## src/rtl/block_assembler.sv

```systemverilog
// Packs a stream of WORD_W-bit words, big-endian, into one BLOCK_W-bit block
// and strobes data_load for one cycle when the downstream core can take it.
//
// Ports:
//   clk        - system clock, rising edge
//   n_rst      - asynchronous active-low reset
//   word_in    - input word, captured on accept (word_valid & word_ready)
//   word_valid - source presents a word
//   word_ready - block can take a word this cycle (FILL and no clear)
//   clear      - synchronous flush of a partial or held block
//   core_busy  - downstream cannot take a block this cycle
//   block_out  - assembled block (register)
//   data_load  - one-cycle load strobe, decoded from HOLD state
//   word_count - words held in the current block, 0..WORDS
module block_assembler #(
    parameter int unsigned WORD_W  = 32,
    parameter int unsigned BLOCK_W = 128
) (
    input  logic               clk,
    input  logic               n_rst,
    input  logic [WORD_W-1:0]  word_in,
    input  logic               word_valid,
    output logic               word_ready,
    input  logic               clear,
    input  logic               core_busy,
    output logic [BLOCK_W-1:0] block_out,
    output logic               data_load,
    output logic [2:0]         word_count
);

    localparam int unsigned WORDS = BLOCK_W / WORD_W;
    localparam int unsigned CNT_W = 3;

    localparam logic [0:0] FILL = 1'b0;
    localparam logic [0:0] HOLD = 1'b1;

    logic [0:0]         state_q, state_d;
    logic [CNT_W-1:0]   count_q, count_d;
    logic [BLOCK_W-1:0] block_q, block_d;
    logic               accept;

    // Handshake and strobe are decodes of registered state; clear suppresses both.
    assign word_ready = (state_q == FILL) & ~clear;
    assign data_load  = (state_q == HOLD) & ~core_busy & ~clear;
    assign accept     = word_valid & word_ready;
    assign block_out  = block_q;
    assign word_count = count_q;

    // State register
    always_ff @(posedge clk or negedge n_rst) begin
        if (!n_rst) begin
            state_q <= FILL;
            count_q <= '0;
            block_q <= '0;
        end else begin
            state_q <= state_d;
            count_q <= count_d;
            block_q <= block_d;
        end
    end

    // Next-state logic
    always_comb begin
        state_d = state_q;
        count_d = count_q;
        block_d = block_q;
        if (clear) begin
            state_d = FILL;
            count_d = '0;
            block_d = '0;
        end else begin
            case (state_q)
                FILL: begin
                    if (accept) begin
                        // Shift left so the first word ends up in the top slot.
                        block_d = {block_q[BLOCK_W-WORD_W-1:0], word_in};
                        count_d = count_q + CNT_W'(1);
                        if (count_q == CNT_W'(WORDS - 1)) begin
                            state_d = HOLD;
                        end
                    end
                end
                HOLD: begin
                    if (!core_busy) begin
                        state_d = FILL;
                        count_d = '0;
                    end
                end
                default: begin
                    state_d = FILL;
                    count_d = '0;
                end
            endcase
        end
    end

endmodule
```

## config.mk

```make
export PLATFORM = sky130hd
export DESIGN_NAME = block_assembler
export DESIGN_NICKNAME = d
export VERILOG_FILES = /design/src/rtl/block_assembler.sv
export SDC_FILE = /design/constraint.sdc
export NUM_CORES = 1
export LEC_CHECK = 0
export BUFFER_PORTS_ARGS = -buffer_cell sky130_fd_sc_hd__buf_2
export CORE_ASPECT_RATIO = 0.75
export CORE_MARGIN = 4
export CORE_UTILIZATION = 55
export CTS_BUF_LIST = sky130_fd_sc_hd__clkbuf_8
export CTS_CLUSTER_SIZE = 16
export DETAILED_ROUTE_END_ITERATION = 10
export PLACE_DENSITY = 0.86
export SYNTH_ARGS = -nofsm -noshare
export SYNTH_HDL_FRONTEND = slang
export SYNTH_SLANG_ARGS = --single-unit
export TNS_END_PERCENT = 50
```

## constraint.sdc

```tcl
create_clock -name clk -period 2.8 [get_ports clk]
set_input_delay 0.42 -clock clk [delete_from_list [all_inputs] [get_ports clk]]
set_output_delay 0.42 -clock clk [all_outputs]
set_load 0.02 [all_outputs]
```

After elaboration in Yosys (flattened, before gate mapping)
Cells that the tools add are included.
Cells by class
  add/sub/neg operators: 1
  multiply operators: 0
  divide/modulo/power cells: 0
  $lt $le $gt $ge: 0
  eq/ne operators: 4
  shift-type cells: 0
  multiplexer cells: 12
  bitwise logic cells: 7
  reductions and logical operators: 3
Operators by type and width (count)
  $mux W128: 3
  $mux W3: 3
  $ne A3 B3 Y1 const B: 2
  $pmux W3 S2: 1
  $and A1 B1 Y1: 4
  $mux W1: 4
  $reduce_and A2 Y1: 2
  $add A3 B1 Y3 const B: 1
  $eq A3 B2 Y1 const B: 1
  $not A1 Y1: 3
  $ne A2 B2 Y1 const B: 1
  $pmux W1 S2: 1
  $reduce_bool A2 Y1: 1
Storage, ports and cells
  bits in registers: 132
  latch bits: 0
  memory bits (writable): 0
  memory bits (read-only): 0
  bits of input ports: 37
  output and inout bits: 133
  word-level logic and storage cells: 30
  memories: 0

Logic depth before layout (Yosys ltp)
  depth after elaboration: 6
  depth in mapped cells: 5
  depth with buffers taken out: 4

Least setup slack after synthesis
OpenSTA, ideal clock, no wires.
  path kind: in2out
  from: input port clear
  to: output port data_load
  arrival time: 1298 ps
  data required time: 2380 ps
  setup slack: 1082 ps
  cell stages on the path: 3
  buffers on the path: 2
  path through: buf_2 clkbuf_1 nor3b_1
Between the ends
  word-level cells in the longest chain between the ends: 2
RTL lines
  from (decl): line 24  | input logic clear,
  $not A1 Y1: line 44  | assign data_load = (state_q == HOLD) & ~core_busy & ~clear;
  $and A1 B1 Y1: line 44
  to (decl): line 27  | output logic data_load,
No other way between the ends.

Worst setup path in the final report
  from: register state_q
  to: register block_q[24], in the netlist block_out[24]
Between the ends
  word-level cells in the longest chain between the ends: 5
  elaborated cells on any way between the ends: 6
  those cells by class: eq/ne: 1; bitwise: 3; reduce/logical: 2
RTL lines
  from (decl): line 37  | logic [0:0] state_q, state_d;
  from (signal assigned): line 56  | state_q <= state_d;
  $not A1 Y1
  $and A1 B1 Y1: line 43  | assign word_ready = (state_q == FILL) & ~clear;
  $and A1 B1 Y1: line 45  | assign accept = word_valid & word_ready;
  $reduce_bool A2 Y1 (no line)
  $reduce_and A2 Y1 (no line) (*)
  to (signal assigned): line 58  | block_q <= block_d;
  to (decl): line 39  | logic [BLOCK_W-1:0] block_q, block_d;
Mark *: on every way between the ends. The rest lies on a longest branch, timed or not.
A chain may end at the register's enable or synchronous reset.

==> flow_results.xml <==
<?xml version="1.0" encoding="UTF-8"?>
<metrics>
  <group name="place">
    <metric name="finalWeightedCongestion" unit="">0.842</metric>
    <metric name="io_buffer_count" unit="">169</metric>
    <metric name="post_dp_cell_area" unit="µm²">6160</metric>
    <metric name="post-dp-hpwl" unit="mm">9.10</metric>
  </group>
  <group name="worst_setup_path">
    <metric name="worstPathMaxFanout" unit="">59</metric>
    <metric name="worstSetupStartpoint" unit="">state_q$_DFF_PN0_</metric>
    <metric name="critical_path.cell_chain" unit="">nand2b_4 &gt; buf_12 &gt; nand2_1 &gt; a21oi_1</metric>
    <metric name="critical_path_class" unit="">flip-flop to flip-flop</metric>
    <metric name="r2r_cells" unit="">4</metric>
    <metric name="timing.reg2reg.setup_slack" unit="ns">1.05</metric>
    <metric name="critical_path.top_delay_family" unit="">simple AND/OR/NAND/NOR gates</metric>
    <metric name="critical_path.reg2reg.endpoint" unit="">block_out[24]$_DFFE_PN0P_</metric>
    <metric name="crit_buf_inv" unit="">1</metric>
    <metric name="crit_arrival" unit="ns">2.08</metric>
    <metric name="startpoint_of_the_lowest_slack_register_to_register_path" unit="">state_q$_DFF_PN0_</metric>
    <metric name="worst-endpoint-required" unit="ns">3.13</metric>
    <metric name="crit_path_max_incr_delay" unit="ns">0.54</metric>
    <metric name="worstSetupEndpointType" unit="">flip-flop</metric>
    <metric name="crit_path_start_kind" unit="">flip-flop</metric>
    <metric name="critical-path-slowest-cell" unit="">nand2b_4</metric>
  </group>
  <group name="clock_network">
    <metric name="tritoncts" unit="">yes</metric>
    <metric name="cts_root_buf" unit="">clkbuf_8</metric>
    <metric name="cts.sinks" unit="">132</metric>
    <metric name="cts_buffer_depth" unit="">2</metric>
    <metric name="cts.clk_slew.worst_paths" unit="ns">0.07</metric>
    <metric name="clock_insertion_delay_worst_skew" unit="ns">0.42</metric>
    <metric name="cts_htree_levels" unit="">4</metric>
    <metric name="cts_inserted_buffers" unit="">17</metric>
    <metric name="postCtsSetupRepairBufs" unit="">0</metric>
    <metric name="cts-resized-gates" unit="">0</metric>
    <metric name="cts.hold.buffers_added" unit="">0</metric>
  </group>
  <group name="floorplan">
    <metric name="die_w" unit="µm">121</metric>
    <metric name="initial_core_util" unit="">0.572</metric>
    <metric name="boundaryPins" unit="">170</metric>
    <metric name="standard_cell_core_area" unit="µm²">9160</metric>
    <metric name="std_cell_rows" unit="">30</metric>
    <metric name="die_area" unit="µm²">11200</metric>
    <metric name="die_h" unit="µm">92.5</metric>
  </group>
  <group name="power">
    <metric name="p_per_area" unit="nW/µm²">563</metric>
    <metric name="peakVddDrop" unit="mV">0.612</metric>
    <metric name="power_leakage" unit="nW">3.32</metric>
  </group>
  <group name="global_route">
    <metric name="grt_pass1_wl" unit="mm">21.7</metric>
    <metric name="via_count_of_the_first_global_routing_pass" unit="">4384</metric>
    <metric name="track_usage" unit="">0.247</metric>
    <metric name="total_global_routing_overflow" unit="">0</metric>
    <metric name="grt_start_max_net_pins" unit="">133</metric>
    <metric name="antenna_found_initial" unit="">1</metric>
  </group>
  <group name="synthesis">
    <metric name="synth-edff-count" unit="">0</metric>
    <metric name="synth_sequential_area_ratio" unit="">0.631</metric>
    <metric name="yosys_warnings" unit="">0</metric>
    <metric name="synth_cell_type_count" unit="">18</metric>
    <metric name="synth_commonest_cells" unit="">257 x nand2_1, 132 x dfrtp_1, 131 x a21oi_1</metric>
    <metric name="synthTopCellsByArea" unit="">dfrtp_1 63%, nand2_1 18%, a21oi_1 13%</metric>
    <metric name="synth_area" unit="µm²">5240</metric>
    <metric name="synth_top_area_frac" unit="">0.631</metric>
    <metric name="ys_dominant_reg_cell" unit="">dfrtp_1</metric>
    <metric name="mappedNetlistNets" unit="">619</metric>
    <metric name="asyncSetResetFlopFracSynth" unit="">1.00</metric>
    <metric name="synth.avg_cell_area" unit="µm²">9.03</metric>
    <metric name="yosys_register_bits" unit="">132</metric>
    <metric name="synth_cells" unit="">580</metric>
    <metric name="yosysMostFrequentCell" unit="">nand2_1</metric>
    <metric name="post-synth-top-area-cell" unit="">dfrtp_1</metric>
  </group>
  <group name="routing">
    <metric name="detail_route.vias_per_cell" unit="">5.21</metric>
    <metric name="router_iterations_before_antenna_repair" unit="">5</metric>
    <metric name="detail_route.drc_violations" unit="">0</metric>
    <metric name="post_drt_wl_per_cell" unit="µm">15.5</metric>
    <metric name="number_of_design_rule_violations_left_by_the_first_detailed_router_iteration" unit="">324</metric>
    <metric name="route.vias.total" unit="">4513</metric>
    <metric name="drtAntennaViolNets" unit="">0</metric>
    <metric name="finalWirelength" unit="mm">13.4</metric>
  </group>
  <group name="sta">
    <metric name="timing.final.setup_violations" unit="">0</metric>
    <metric name="drv_slew" unit="">0</metric>
    <metric name="period_utilisation_layout" unit="">0.624</metric>
    <metric name="timing.slew.headroom" unit="">0.508</metric>
    <metric name="skew" unit="ns">0.0110</metric>
    <metric name="maxClockFrequency" unit="GHz">0.572</metric>
    <metric name="timing.final.crit_period" unit="ns">1.75</metric>
    <metric name="setup_repair_after_global_routing_missed_its_margin" unit="">no</metric>
    <metric name="setup_tns" unit="ns">0</metric>
    <metric name="worstMarginPinSlew" unit="ns">0.738</metric>
    <metric name="hold_viol_final" unit="">0</metric>
  </group>
  <group name="hold_path">
    <metric name="hold_class" unit="">input port to async pin</metric>
  </group>
  <group name="final_layout">
    <metric name="antenna_cells" unit="">0</metric>
    <metric name="layout.cell_area.non_filler" unit="µm²">6450</metric>
    <metric name="finish.net_count" unit="">770</metric>
    <metric name="area_delta_synth_final" unit="%">23.2</metric>
    <metric name="share_of_layout_cells_above_drive_strength_1" unit="">0.267</metric>
    <metric name="filler_cell_count" unit="">766</metric>
  </group>
  <group name="job">
    <metric name="drv_cap" unit="">0</metric>
  </group>
  <group name="outcome">
    <metric name="outcome" unit="">finished, final reports clean</metric>
  </group>
</metrics>
logic make-up (layout without fill, tap and decap cells):
family | Yosys count | in the layout | synth area share
xor+xnor | 1 | 1 | 0.00167
simple gates | 266 | 266 | 0.193
fa+ha+maj | 2 | 2 | 0.00478
buf+inv | 45 | 203 | 0.0399
flops | 132 | 132 | 0.631
compound gates | 134 | 134 | 0.130
worst max-delay path by stage:
| stage | to | slack, ns | depth (start not counted) |
|---|---|---|---|
| after floorplan | data_load | 1.08 | 3 |
| after global placement | block_out[41]$_DFFE_PN0P_ | 1.12 | 5 |
| after detailed placement | block_out[124]$_DFFE_PN0P_ | 1.05 | 5 |
| after CTS | block_out[124]$_DFFE_PN0P_ | 1.08 | 4 |
| after global routing | block_out[32]$_DFFE_PN0P_ | 0.93 | 4 |
| final | block_out[24]$_DFFE_PN0P_ | 1.05 | 4 |
metal layers:
| metal | vias up | part of all wire | GRT usage |
|---|---|---|---|
| met5 | - | 0.00052 | 0 |
| met4 | 2 | 0.017 | 0.0887 |
| met3 | 19 | 0.074 | 0.0720 |
| met2 | 170 | 0.47 | 0.369 |
| met1 | 2153 | 0.44 | 0.348 |
| li1 | 2169 | - | - |
per-stage QoR:
step,power [mW],cells,worst slack (ns),util,hold slack (ns)
after global routing,3.79,866,0.927,0.705,0.0728
after global placement,2.40,840,1.12,0.672,0.506
final,3.63,866,1.05,0.705,0.0276
after detailed placement,2.41,840,1.05,0.672,0.512
after floorplan,2.24,580,1.08,-,0.124
after CTS,3.66,866,1.08,0.705,0.0607
cell type report:
| class | count | area (µm²) | area share |
|---|---|---|---|
| clock buffer | 20 | 275 | 0.0427 |
| clock inverter | 6 | 22.5 | 0.00349 |
| multi-input combinational | 403 | 1740 | 0.269 |
| tap | 128 | 160 | 0.0248 |
| timing repair buffer | 175 | 950 | 0.147 |
| inverter | 2 | 7.51 | 0.00116 |
| sequential | 132 | 3300 | 0.512 |
where the power goes:
| part | internal [mW] | switching [mW] |
|---|---|---|
| Combinational | 0.106 | 0.264 |
| Clock | 0.633 | 0.627 |
| Sequential | 1.96 | 0.0441 |
| Total | 2.70 | 0.935 |
sequential cells by signal, summed over array words and instances (netlist names):
signal,flops
block_out,128
state_q,1
word_count,3
cell usage in the layout (no fill, tap or decap), drive strengths merged, types with 2 or more instances in the layout:
cell	netlist	final
a21oi	131	131
inv	2	8
buf	28	175
clkbuf	15	20
nand2	257	257
dfrtp	132	132
nor2	4	4
ha	2	2
(Power assumes the default switching activity.)
